<file path="config.mk">
export PLATFORM = sky130hd
export DESIGN_NAME = jump_redirect_ctrl
export DESIGN_NICKNAME = d
export VERILOG_FILES = /design/src/rtl/jump_redirect_ctrl.sv
export SDC_FILE = /design/constraint.sdc
export NUM_CORES = 1
export LEC_CHECK = 0
export BUFFER_PORTS_ARGS = -buffer_cell sky130_fd_sc_hd__buf_2
export CAP_MARGIN = 20
export CORE_MARGIN = 10
export CORE_UTILIZATION = 45
export DETAILED_ROUTE_END_ITERATION = 6
export HOLD_SLACK_MARGIN = 0.03
export PLACE_DENSITY = 0.84
export RECOVER_POWER = 50
export SLEW_MARGIN = 20
export SYNTH_ARGS = -nofsm -noshare
export SYNTH_HDL_FRONTEND = slang
export SYNTH_SLANG_ARGS = --single-unit
</file>
<file path="constraint.sdc">
create_clock -name clk -period 5 [get_ports clk]
set_clock_uncertainty 0.2 [all_clocks]
set_input_delay 0.75 -clock clk [delete_from_list [all_inputs] [get_ports clk]]
set_output_delay 0.75 -clock clk [all_outputs]
set_load 0.01 [all_outputs]
</file>
<file path="src/rtl/jump_redirect_ctrl.sv">
// PC-redirect controller: arbitrates J/JAL (ID) against JR and taken branches (EX),
// holds the pipeline while a JR waits for R31, and drives registered PC-mux, flush and stall controls.
module jump_redirect_ctrl #(
  parameter int ADDR_W   = 32,
  parameter int WAIT_MAX = 4,
  parameter int CNT_W    = 16
) (
  input  logic              clk,
  input  logic              rst,
  input  logic              id_valid,
  input  logic [5:0]        id_opcode,
  input  logic [25:0]       id_imm26,
  input  logic              ex_jr,
  input  logic [ADDR_W-1:0] ex_r31,
  input  logic              r31_pending,
  input  logic              ex_br_taken,
  input  logic [ADDR_W-1:0] ex_br_target,
  output logic [1:0]        pc_sel,
  output logic [ADDR_W-1:0] target,
  output logic              flush_if,
  output logic              flush_id,
  output logic              stall,
  output logic              wait_err,
  output logic [CNT_W-1:0]  redirect_cnt
);

  localparam int WCNT_W = $clog2(WAIT_MAX + 1);

  localparam logic [1:0] SEL_SEQ  = 2'd0;
  localparam logic [1:0] SEL_JIMM = 2'd1;
  localparam logic [1:0] SEL_JR   = 2'd2;
  localparam logic [1:0] SEL_BR   = 2'd3;

  typedef enum logic [1:0] {
    IDLE    = 2'd0,
    JR_WAIT = 2'd1,
    SHADOW  = 2'd2
  } state_t;

  state_t              state, state_nxt;
  logic [WCNT_W-1:0]   wcnt, wcnt_nxt;
  logic [1:0]          sel_nxt;
  logic [ADDR_W-1:0]   target_nxt;
  logic                flush_if_nxt, flush_id_nxt, stall_nxt, err_nxt;
  logic [CNT_W-1:0]    cnt_nxt;
  logic                id_jump;

  assign id_jump = id_valid && (id_opcode == 6'b000010 || id_opcode == 6'b000011);

  always_comb begin
    state_nxt    = state;
    wcnt_nxt     = wcnt;
    sel_nxt      = SEL_SEQ;
    target_nxt   = '0;
    flush_if_nxt = 1'b0;
    flush_id_nxt = 1'b0;
    stall_nxt    = 1'b0;
    err_nxt      = wait_err;

    unique case (state)
      IDLE: begin
        // EX requests outrank ID: an older instruction's redirect squashes the ID jump anyway
        if (ex_jr) begin
          if (r31_pending) begin
            state_nxt = JR_WAIT;
            stall_nxt = 1'b1;
            wcnt_nxt  = WCNT_W'(1);
          end else begin
            sel_nxt      = SEL_JR;
            target_nxt   = ex_r31;
            flush_if_nxt = 1'b1;
            flush_id_nxt = 1'b1;
            state_nxt    = SHADOW;
          end
        end else if (ex_br_taken) begin
          sel_nxt      = SEL_BR;
          target_nxt   = ex_br_target;
          flush_if_nxt = 1'b1;
          flush_id_nxt = 1'b1;
          state_nxt    = SHADOW;
        end else if (id_jump) begin
          sel_nxt      = SEL_JIMM;
          target_nxt   = ADDR_W'(id_imm26);
          flush_if_nxt = 1'b1;
        end
      end

      JR_WAIT: begin
        if (!r31_pending || wcnt >= WCNT_W'(WAIT_MAX)) begin
          // On timeout the redirect still goes out with whatever R31 is visible now
          if (r31_pending) err_nxt = 1'b1;
          sel_nxt      = SEL_JR;
          target_nxt   = ex_r31;
          flush_if_nxt = 1'b1;
          flush_id_nxt = 1'b1;
          wcnt_nxt     = '0;
          state_nxt    = SHADOW;
        end else begin
          stall_nxt = 1'b1;
          wcnt_nxt  = wcnt + WCNT_W'(1);
        end
      end

      SHADOW: begin
        state_nxt = IDLE;
      end

      default: begin
        state_nxt = IDLE;
        wcnt_nxt  = '0;
      end
    endcase
  end

  always_comb begin
    cnt_nxt = redirect_cnt;
    if (sel_nxt != SEL_SEQ && redirect_cnt != {CNT_W{1'b1}})
      cnt_nxt = redirect_cnt + CNT_W'(1);
  end

  always_ff @(posedge clk or posedge rst) begin
    if (rst) begin
      state        <= IDLE;
      wcnt         <= '0;
      pc_sel       <= SEL_SEQ;
      target       <= '0;
      flush_if     <= 1'b0;
      flush_id     <= 1'b0;
      stall        <= 1'b0;
      wait_err     <= 1'b0;
      redirect_cnt <= '0;
    end else begin
      state        <= state_nxt;
      wcnt         <= wcnt_nxt;
      pc_sel       <= sel_nxt;
      target       <= target_nxt;
      flush_if     <= flush_if_nxt;
      flush_id     <= flush_id_nxt;
      stall        <= stall_nxt;
      wait_err     <= err_nxt;
      redirect_cnt <= cnt_nxt;
    end
  end

endmodule

</file>
==> impl_metrics.ini <==
[timing]
timing.setup.tns_ns = 0
grt_setup_unrepaired = false
timing.slew.headroom = 0.378
min_tclk_post_route_ns = 2.67
setup_viol = 0
timing_hold_violations_final = 0
max_freq_ghz = 0.374
period_share = 0.535
timing_worst_slew_pin_value_ns = 0.934
report.final.slew_viol_count = 0

[logic_synthesis]
synth-edff-count = 0
synthArstFlopShare = 1.00
synth.cell_area_sq_um = 2940
ys_top_cells_by_area = sky130_fd_sc_hd__dfrtp_1, sky130_fd_sc_hd__a221oi_1, sky130_fd_sc_hd__a21o_1
synth_cells = 288
postSynthNetCount = 392
yosys.cell_types.count = 42
synthDominantCellAreaShare = 0.493
yosysTopAreaCell = sky130_fd_sc_hd__dfrtp_1
seq_area_frac_synth = 0.493
ys_flop_type = sky130_fd_sc_hd__dfrtp_1
synth.avg_cell_area_sq_um = 10.2
synthMostInstantiatedCell = sky130_fd_sc_hd__dfrtp_1
yosys_register_bits = 58
ys_warn_count = 0
synthTopCellsByCount = sky130_fd_sc_hd__dfrtp_1, sky130_fd_sc_hd__nand2_1, sky130_fd_sc_hd__a21oi_1, sky130_fd_sc_hd__a21o_1

[worst_setup_path]
timing.reg2reg.setup_slack_ns = 2.72
cp-start-kind = input pin
timing.rr.end = redirect_cnt[1]$_DFFE_PP0P_
crit_path_max_fanout = 44
endpoint_kind = flip-flop
critical_path_arrival_ns = 2.69
required_ns = 5.01
regToRegStartpoint = state[0]$_DFFE_PP0P_
setup.worst_path.class = input pin to flip-flop
worst_r2r_path_depth = 6

[clock_tree]
worst_skew_pair.late_latency_ns = 0.32
post-cts-setup-buffers = 0
clock_tree.htree_level_count = 3
tritoncts_num_sinks = 58
cts_buffer_count = 9
clk_path_buf_depth = 2
post_cts_resize_count = 0
tritoncts_clock_tree = done
clock_tree.root_cell = sky130_fd_sc_hd__clkbuf_8
cts-hold-fix-buffers = 0
clock_pin_slew_of_the_registers_on_the_worst_case_setup_and_hold_paths_ns = 0.07

[route]
routed_via_density = 5.49
drtIter0Drc = 101
first_pass_iters = 4
vias = 2831
drc = 0
remaining_number_of_nets_flagged_by_the_antenna_check_after_routing = 0
average_detailed_routed_wire_length_per_instance_microns = 17.4
detail_route.wirelength_microns = 9000

[power_and_ir_drop]
worst_ir_drop_vdd_v = 0.000243
static-leakage-power_uw = 0.00199
p_per_area_nw_per_um2 = 350
total_power_uw = 1370

[placed_design]
count_of_buffers_from_port_buffering = 154
dpl.cell_count = 502
place.detailed.hpwl_microns = 6780
gp_congestion = 0.776

[floorplan]
core_area_sq_um = 6350
boundaryPins = 156
floorplan.die_area_sq_um = 10200
dieHeight_microns = 101
die-width_microns = 101
core.rowCount = 29
initial_core_util = 0.463

[grt]
grt_pass1_wl_microns = 14200
first_global_vias = 2881
grt.overflow.total = 0
groute.usage.overall = 0.172
largest_net_degree_at_the_start_of_global_routing = 59
number_of_antenna_violations_at_the_first_check_in_global_routing = 0

[final_layout]
layout.filler_cells = 577
nNetsFinal = 540
layoutNonFillerInstCount = 516
area.growth.synth_to_final_pct = 33.2
layout-drive-gt1-share = 0.355
antenna_cells = 0

[flow_run]
max_cap_check_violation_count = 0

[hold_path]
hold_path_class = flip-flop to flip-flop
worst_hold_startpoint = wait_err$_DFFE_PP0P_
hold-path-endpoint = wait_err$_DFFE_PP0P_
min_path_cells = 1

[outcome]
result_of_the_run = completed
-- sequential cells by signal, indices dropped and copies added, names as in the netlist --
| register | cells |
|---|---|
| pc_sel | 1 |
| flush_if | 1 |
| state | 2 |
| wait_err | 1 |
| stall | 1 |
| redirect_cnt | 16 |
| wcnt | 3 |
| flush_id | 1 |
| target | 32 |
-- layout by cell type (no fill, tap or decap), types with 2 or more instances in the layout --
cell type	synthesis	final
sky130_fd_sc_hd__o21ai_0	3	3
sky130_fd_sc_hd__nand3_1	9	9
sky130_fd_sc_hd__xor2_1	5	5
sky130_fd_sc_hd__a22o_1	6	6
sky130_fd_sc_hd__clkbuf_8	0	11
sky130_fd_sc_hd__nor3_1	3	3
sky130_fd_sc_hd__a22oi_1	8	8
sky130_fd_sc_hd__nand4_1	4	4
sky130_fd_sc_hd__a21o_1	19	19
sky130_fd_sc_hd__ha_1	2	2
sky130_fd_sc_hd__nand2_1	25	25
sky130_fd_sc_hd__and2_1	4	2
sky130_fd_sc_hd__buf_2	2	129
sky130_fd_sc_hd__and3_1	5	5
sky130_fd_sc_hd__and4_1	2	2
sky130_fd_sc_hd__xnor2_1	10	10
sky130_fd_sc_hd__clkinv_2	1	3
sky130_fd_sc_hd__nand3b_1	18	18
sky130_fd_sc_hd__a221oi_1	17	17
sky130_fd_sc_hd__nand2b_1	17	17
sky130_fd_sc_hd__nor4_1	4	4
sky130_fd_sc_hd__a211oi_1	4	3
sky130_fd_sc_hd__nor2_1	2	2
sky130_fd_sc_hd__buf_4	1	5
sky130_fd_sc_hd__inv_1	4	4
sky130_fd_sc_hd__clkbuf_1	18	25
sky130_fd_sc_hd__a21oi_1	21	20
sky130_fd_sc_hd__nor2b_1	2	2
sky130_fd_sc_hd__dfrtp_1	58	58
sky130_fd_sc_hd__and2_0	0	2
-- metal layers --
metal,vias to the layer above,track usage,part of all wire
li1,1349,-,-
met1,1365,0.192,0.37
met2,101,0.297,0.54
met3,16,0.0508,0.073
met4,0,0.0750,0.019
met5,-,0,0
-- through the flow --
step	worst slack [ns]	util	instance area, sq um	hold slack [ns]
2_1_floorplan	2.62	-	2940	0.243
3_3_place_gp	2.01	0.591	3750	0.248
3_5_place_dp	1.98	0.591	3750	0.269
4_1_cts	2.35	0.621	3950	0.295
5_1_grt	2.17	0.617	3920	0.309
6_report	2.33	0.617	3920	0.286
-- worst max-delay path, cell delays in order --
cell,delay (ns)
sky130_fd_sc_hd__buf_2,0.58
sky130_fd_sc_hd__a21o_1,0.29
sky130_fd_sc_hd__a221o_1,0.36
sky130_fd_sc_hd__clkinv_2,0.22
sky130_fd_sc_hd__nand2_1,0.15
sky130_fd_sc_hd__mux2_2,0.34
-- logic make-up after synthesis --
kind of cell / after synthesis / share of synthesized area
xor gates and xnor gates: 15 / 0.0447
adders and majority gates: 2 / 0.00851
and+or+nand+nor: 102 / 0.207
AOI/OAI and AO/OA: 83 / 0.203
buffers and inverters: 27 / 0.0396
DFF: 58 / 0.493
muxes: 1 / 0.00383
-- worst max-delay path by stage --
stage / start / end / slack, ns / cells after the start
final: ex_jr / redirect_cnt[1]$_DFFE_PP0P_ / 2.33 / 6
after global placement: ex_jr / redirect_cnt[1]$_DFFE_PP0P_ / 2.01 / 6
after global routing: ex_jr / redirect_cnt[1]$_DFFE_PP0P_ / 2.17 / 6
after CTS: ex_jr / redirect_cnt[1]$_DFFE_PP0P_ / 2.35 / 6
after detailed placement: ex_jr / redirect_cnt[1]$_DFFE_PP0P_ / 1.98 / 6
after floorplan: rst / flush_id$_DFF_PP0_ / 2.62 / 1
-- area by class of cell --
cell class	count	area, sq um	area share
tap	77	96.3	0.0246
clock buffer	11	151	0.0386
multi-input combinational	203	1380	0.353
sequential	58	1450	0.370
timing repair buffer	159	777	0.198
clock inverter	3	40.0	0.0102
inverter	5	20.0	0.00511
-- where the power goes --
group          total, uW  switching [uW]  internal, uW
Sequential           598            53.9           545
Combinational        349             192           157
Clock                423             173           250
Note: power is estimated with default switching activity, not from simulation.
